$ cat src/rtl/d_prob_sched_if.sv
// rtl/d_prob_sched_if.sv - score RAM, d_prob datapath and (idx, d) output stream bundle
interface d_prob_sched_if #(
  parameter int T_WIDTH = 8,
  parameter int IDX_W   = 4
);
  logic               sc_rd_en;
  logic [IDX_W-1:0]   sc_addr;
  logic [T_WIDTH:0]   sc_data;
  logic [T_WIDTH:0]   dp_T;
  logic [T_WIDTH:0]   dp_q;
  logic [T_WIDTH:0]   dp_v;
  logic [T_WIDTH-1:0] dp_d;
  logic               out_valid;
  logic               out_ready;
  logic [IDX_W-1:0]   out_idx;
  logic [T_WIDTH-1:0] out_d;

  modport master (
    output sc_rd_en, sc_addr, dp_T, dp_q, dp_v, out_valid, out_idx, out_d,
    input  sc_data, dp_d, out_ready
  );

  modport slave (
    input  sc_rd_en, sc_addr, dp_T, dp_q, dp_v, out_valid, out_idx, out_d,
    output sc_data, dp_d, out_ready
  );
endinterface

$ cat src/rtl/d_prob_sched.sv
// rtl/d_prob_sched.sv - sequences one shared d_prob datapath over all classes of a sample
module d_prob_sched #(
  parameter int T_WIDTH = 8,
  parameter int N_CLASS = 10,
  parameter int IDX_W   = 4,
  parameter int SUM_W   = 12
) (
  input  logic               clk,
  input  logic               rst_n,
  input  logic               start,
  input  logic [IDX_W-1:0]   label,
  input  logic [T_WIDTH:0]   t_cfg,
  output logic               busy,
  output logic               done,
  output logic               lbl_err,
  output logic [SUM_W-1:0]   err_sum,
  d_prob_sched_if.master     bus
);

  localparam int EW = ((SUM_W > T_WIDTH) ? SUM_W : T_WIDTH) + 1;
  localparam logic [IDX_W-1:0] LAST_IDX    = IDX_W'(N_CLASS - 1);
  localparam logic [IDX_W:0]   N_CLASS_EXT = (IDX_W + 1)'(N_CLASS);
  localparam logic [SUM_W-1:0] SUM_MAX     = {SUM_W{1'b1}};

  typedef enum logic [2:0] {
    S_IDLE, S_RD, S_MEM, S_CALC, S_CAP, S_EMIT, S_FIN
  } state_t;

  state_t           state;
  logic [IDX_W-1:0] idx;
  logic [IDX_W-1:0] label_q;
  logic [EW-1:0]    sum_ext;
  logic [SUM_W-1:0] sum_sat;

  // One extra bit of headroom so a single d can never wrap the accumulator before the clamp
  always_comb begin
    sum_ext = EW'(err_sum) + EW'(bus.dp_d);
    sum_sat = (sum_ext > EW'(SUM_MAX)) ? SUM_MAX : sum_ext[SUM_W-1:0];
  end

  assign bus.sc_addr = busy ? idx : '0;

  always_ff @(posedge clk or negedge rst_n) begin
    if (!rst_n) begin
      state         <= S_IDLE;
      idx           <= '0;
      label_q       <= '0;
      busy          <= 1'b0;
      done          <= 1'b0;
      lbl_err       <= 1'b0;
      err_sum       <= '0;
      bus.sc_rd_en  <= 1'b0;
      bus.dp_T      <= '0;
      bus.dp_q      <= '0;
      bus.dp_v      <= '0;
      bus.out_valid <= 1'b0;
      bus.out_idx   <= '0;
      bus.out_d     <= '0;
    end else begin
      done         <= 1'b0;
      bus.sc_rd_en <= 1'b0;
      case (state)
        S_IDLE: begin
          if (start) begin
            label_q  <= label;
            bus.dp_T <= t_cfg;
            idx      <= '0;
            err_sum  <= '0;
            busy     <= 1'b1;
            if ({1'b0, label} < N_CLASS_EXT) begin
              lbl_err      <= 1'b0;
              bus.sc_rd_en <= 1'b1;
              state        <= S_RD;
            end else begin
              lbl_err <= 1'b1;
              done    <= 1'b1;
              state   <= S_FIN;
            end
          end
        end
        S_RD: state <= S_MEM;
        S_MEM: begin
          bus.dp_v <= bus.sc_data;
          bus.dp_q <= (idx == label_q) ? {{T_WIDTH{1'b0}}, 1'b1} : '0;
          state    <= S_CALC;
        end
        S_CALC: state <= S_CAP;
        S_CAP: begin
          bus.out_d     <= bus.dp_d;
          bus.out_idx   <= idx;
          err_sum       <= sum_sat;
          bus.out_valid <= 1'b1;
          state         <= S_EMIT;
        end
        S_EMIT: begin
          if (bus.out_ready) begin
            bus.out_valid <= 1'b0;
            if (idx == LAST_IDX) begin
              done  <= 1'b1;
              state <= S_FIN;
            end else begin
              idx          <= idx + 1'b1;
              bus.sc_rd_en <= 1'b1;
              state        <= S_RD;
            end
          end
        end
        S_FIN: begin
          busy  <= 1'b0;
          state <= S_IDLE;
        end
        default: state <= S_IDLE;
      endcase
    end
  end

endmodule

$ cat src/flat_wrapper.sv
// flat-port wrapper written by rule: the top's interface ports become plain ports
module d_prob_sched_flat 
#(
  parameter int T_WIDTH = 8,
  parameter int N_CLASS = 10,
  parameter int IDX_W   = 4,
  parameter int SUM_W   = 12
)
  (clk, rst_n, start, label, t_cfg, busy, done, lbl_err, err_sum, bus_sc_rd_en, bus_sc_addr, bus_dp_T, bus_dp_q, bus_dp_v, bus_out_valid, bus_out_idx, bus_out_d, bus_sc_data, bus_dp_d, bus_out_ready);
  d_prob_sched_if #(.T_WIDTH(T_WIDTH), .IDX_W(IDX_W)) bus_i ();
  input  logic clk;
  input  logic rst_n;
  input  logic start;
  input  logic [IDX_W-1:0] label;
  input  logic [T_WIDTH:0] t_cfg;
  output logic busy;
  output logic done;
  output logic lbl_err;
  output logic [SUM_W-1:0] err_sum;
  output wire logic [$bits(bus_i.sc_rd_en)-1:0] bus_sc_rd_en;
  output wire logic [$bits(bus_i.sc_addr)-1:0] bus_sc_addr;
  output wire logic [$bits(bus_i.dp_T)-1:0] bus_dp_T;
  output wire logic [$bits(bus_i.dp_q)-1:0] bus_dp_q;
  output wire logic [$bits(bus_i.dp_v)-1:0] bus_dp_v;
  output wire logic [$bits(bus_i.out_valid)-1:0] bus_out_valid;
  output wire logic [$bits(bus_i.out_idx)-1:0] bus_out_idx;
  output wire logic [$bits(bus_i.out_d)-1:0] bus_out_d;
  input wire logic [$bits(bus_i.sc_data)-1:0] bus_sc_data;
  input wire logic [$bits(bus_i.dp_d)-1:0] bus_dp_d;
  input wire logic [$bits(bus_i.out_ready)-1:0] bus_out_ready;
  assign bus_sc_rd_en = bus_i.sc_rd_en;
  assign bus_sc_addr = bus_i.sc_addr;
  assign bus_dp_T = bus_i.dp_T;
  assign bus_dp_q = bus_i.dp_q;
  assign bus_dp_v = bus_i.dp_v;
  assign bus_out_valid = bus_i.out_valid;
  assign bus_out_idx = bus_i.out_idx;
  assign bus_out_d = bus_i.out_d;
  assign bus_i.sc_data = bus_sc_data;
  assign bus_i.dp_d = bus_dp_d;
  assign bus_i.out_ready = bus_out_ready;
  d_prob_sched #(.T_WIDTH(T_WIDTH), .N_CLASS(N_CLASS), .IDX_W(IDX_W), .SUM_W(SUM_W)) u_core (.clk(clk), .rst_n(rst_n), .start(start), .label(label), .t_cfg(t_cfg), .busy(busy), .done(done), .lbl_err(lbl_err), .err_sum(err_sum), .bus(bus_i));
endmodule
$ cat config.mk
export PLATFORM = sky130hd
export DESIGN_NAME = d_prob_sched_flat
export DESIGN_NICKNAME = d
export VERILOG_FILES = /design/src/rtl/d_prob_sched_if.sv /design/src/rtl/d_prob_sched.sv /design/src/flat_wrapper.sv
export SDC_FILE = /design/constraint.sdc
export NUM_CORES = 1
export LEC_CHECK = 0
export CAP_MARGIN = 25
export CORE_UTILIZATION = 50
export DETAILED_ROUTE_END_ITERATION = 7
export PLACE_DENSITY = 0.9
export SYNTH_ARGS = -nofsm -noshare
export SYNTH_HDL_FRONTEND = slang
export SYNTH_SLANG_ARGS = --single-unit
$ cat constraint.sdc
create_clock -name clk -period 4.45 [get_ports clk]
set_input_delay 0.445 -clock clk [delete_from_list [all_inputs] [get_ports clk]]
set_output_delay 0.445 -clock clk [all_outputs]
set_load 0.01 [all_outputs]
==> qor.csv <==
metric,value,unit
status,"complete, no violations",
path_clk_slew,0.08,ns
critPathArrivalTime,2.75,ns
internal_power,1.75,mW
p_clk_share,19.5,%
ys_ff_latch,59,
seq_area_frac_synth,49.8,%
core,5610,um^2
drc_errors,0,
netlist-cell-type-count,46,
maxCapViolCount,0,
die-area,6240,um^2
place_ws,1.61,ns
cts_resized,0,
p_per_area,683,nW/um^2
ir_drop,0.437,mV
synth-main-ff-cell,dfrtp_1,
cp.required,4.67,ns
ys_warn_count,0,
root_buffer,clkbuf_8,
first_global_vias,2433,
row_count,27,
final_max_slew_viol_count,0,
switching_share,36.6,%
drtPass1Iterations,5,
wl,6.86,mm
clk_latency,0.34,ns
syn_area_per_cell,10.2,um^2
vias,2473,
final_area,4040,um^2
seqCellArea,1480,um^2
wire_per_inst,15.1,um
yosysMostFrequentCell,nand2_1,
antenna_cells,0,
die_y,79.0,um
gr-usage-all-layers,23.8,%
grt_antenna_before_repair,0,
relSlewSlack,33.4,%
power,2.76,mW
area_growth,36.3,%
yosys.area.top_type,dfrtp_1,
dr.first_iter.drc_count,174,
clk_path_buf_depth,2,
hold_buffers,0,
grt_max_degree,60,
fin_util,72.1,%
synth_edf_count,0,
htreeDepth,3,
endpoint_kind,flip-flop,
holdWs,0.219,ns
finalNonFillerCells,455,
numCtsBuffers,9,
synthCells,292,
p_comb_share,45.2,%
tns,0,ns
routabilityCongestion,0.875,
grt_first_pass_wirelength,11.3,mm
fin_crit_sh,56.9,%
viasPerCell,5.44,
synth_area,2970,um^2
start_kind,input pin,
max_clock_freq,395,MHz
min_period,2.53,ns
synthArstFlopShare,100,%
setup_viol,0,
fill_cells,393,
place_area,3830,um^2
finClkSkew,0.00830,ns
p_sw,1.01,mW
cts_tree,done,
fin_nets,423,
hold_class,input pin to async pin,
portBuffers,85,
start_util,52.9,%
worst_slack,1.92,ns
grt_overflow,0,
cts_setup_buffers,0,
ys_top_cells_by_count,"61 x nand2_1, 59 x dfrtp_1, 20 x mux2_2, 16 x a21oi_1, 16 x o21ai_0",
hold_viol_final,0,
synth_top_area_share,49.8,%
dp_cells,439,
critPathKind,input pin to flip-flop,
dpl.hpwl,4.79,mm
synthTopCellsByArea,"dfrtp_1 50%, nand2_1 7.7%, mux2_2 7.6%",
worstPathMaxFanout,9,
tightest_slew,0.994,ns
multi_input_area,1370,um^2
io_pins,94,
drive_gt1_share,12.3,%
ant_nets,0,
rsz0062_at_grt,false,
cts.sinks,59,
die_x,79.0,um
seqPwrFrac,35.3,%
p_leak,1.83,nW
==> registers in the layout, summed over array words and instances, names as in the netlist <==
register	cells
u_core.bus.out_idx	4
u_core.idx	4
u_core.bus.sc_rd_en	1
u_core.bus.dp_v	9
u_core.lbl_err	1
u_core.bus.dp_q	1
u_core.bus.out_d	8
u_core.label_q	4
u_core.bus.out_valid	1
u_core.busy	1
u_core.bus.dp_T	9
u_core.state	3
u_core.done	1
u_core.err_sum	12
==> critical path: stages <==
cell and delay [ns]:
clkdlybuf4s50_1 0.42, ha_1 0.22, inv_1 0.07, fa_1 0.21, nand2b_1 0.14, a21oi_1 0.08
a211oi_2 0.29, a21oi_2 0.18, or4b_1 0.54, o211a_1 0.14
==> area by class of cell <==
cell class / count / area share, %
flip-flops and latches: 59 / 36.5
multi-input cells: 213 / 33.9
repair buffers: 87 / 21.3
clock buffers: 9 / 3.07
clock inverters: 7 / 2.26
well taps: 72 / 2.23
inverters: 8 / 0.743
==> cells by family (layout without fill, tap and decap cells) <==
family | count (synthesis) | after routing | share of synthesized area [%]
XOR/XNOR | 12 | 12 | 3.54
AO/OA/AOI/OAI | 58 | 58 | 12.6
other | 1 | 8 | 0.126
flip-flops | 59 | 59 | 49.8
AND/OR/NAND/NOR | 104 | 104 | 16.5
multiplexers | 20 | 20 | 7.60
buffers and inverters | 27 | 111 | 4.94
adder cells (fa/ha/maj) | 11 | 11 | 4.89
==> power groups by stage <==
stage	registers [mW]	logic [mW]	clock network, mW
after CTS	0.973	1.26	0.545
after global placement	0.961	1.21	0
after floorplan	0.994	0.665	0
after global routing	1.01	1.37	0.572
final	0.974	1.25	0.539
after detailed placement	0.977	1.24	0
==> per-layer routing <==
layer	wire length [um]	global-route usage (%)	vias up
met4	157	12.5	0
li1	-	-	1163
met5	0	0	-
met1	2870	28.7	1196
met3	445	5.63	14
met2	3390	39.5	100
==> final timing paths <==
check / from / to / slack, ns / cells past startpoint
setup / recovery: bus_dp_d[0] / u_core.err_sum[11]$_DFFE_PN0P_ / 1.92 / 10
setup reg to reg: u_core.err_sum[0]$_DFFE_PN0P_ / u_core.err_sum[11]$_DFFE_PN0P_ / 2.06 / 9
max in group asynchronous: rst_n / u_core.idx[1]$_DFFE_PN0P_ / 3.72 / 2
hold reg to reg: u_core.bus.out_valid$_DFFE_PN0P_ / u_core.bus.out_valid$_DFFE_PN0P_ / 0.48 / 1
min in group clk: u_core.bus.out_valid$_DFFE_PN0P_ / u_core.bus.out_valid$_DFFE_PN0P_ / 0.48 / 1
hold / removal: rst_n / u_core.bus.out_d[3]$_DFFE_PN0P_ / 0.22 / 2
==> cell usage in the layout, fill, tap and decap left out, types with 3 or more instances in the layout <==
cell type | Yosys | routed
a21o_1 | 4 | 4
a21oi_1 | 16 | 16
a31oi_1 | 3 | 3
and2_1 | 5 | 5
clkbuf_8 | 1 | 9
clkdlybuf4s50_1 | 0 | 84
clkinv_2 | 0 | 3
conb_1 | 1 | 8
dfrtp_1 | 59 | 59
ha_1 | 10 | 10
inv_1 | 7 | 7
mux2_2 | 20 | 20
nand2_1 | 61 | 61
nand2b_1 | 3 | 3
nand3_1 | 5 | 5
nor2_1 | 15 | 15
o21ai_0 | 16 | 16
xnor2_1 | 3 | 3
xor2_1 | 9 | 9
Power figures use the tool's default switching activity.
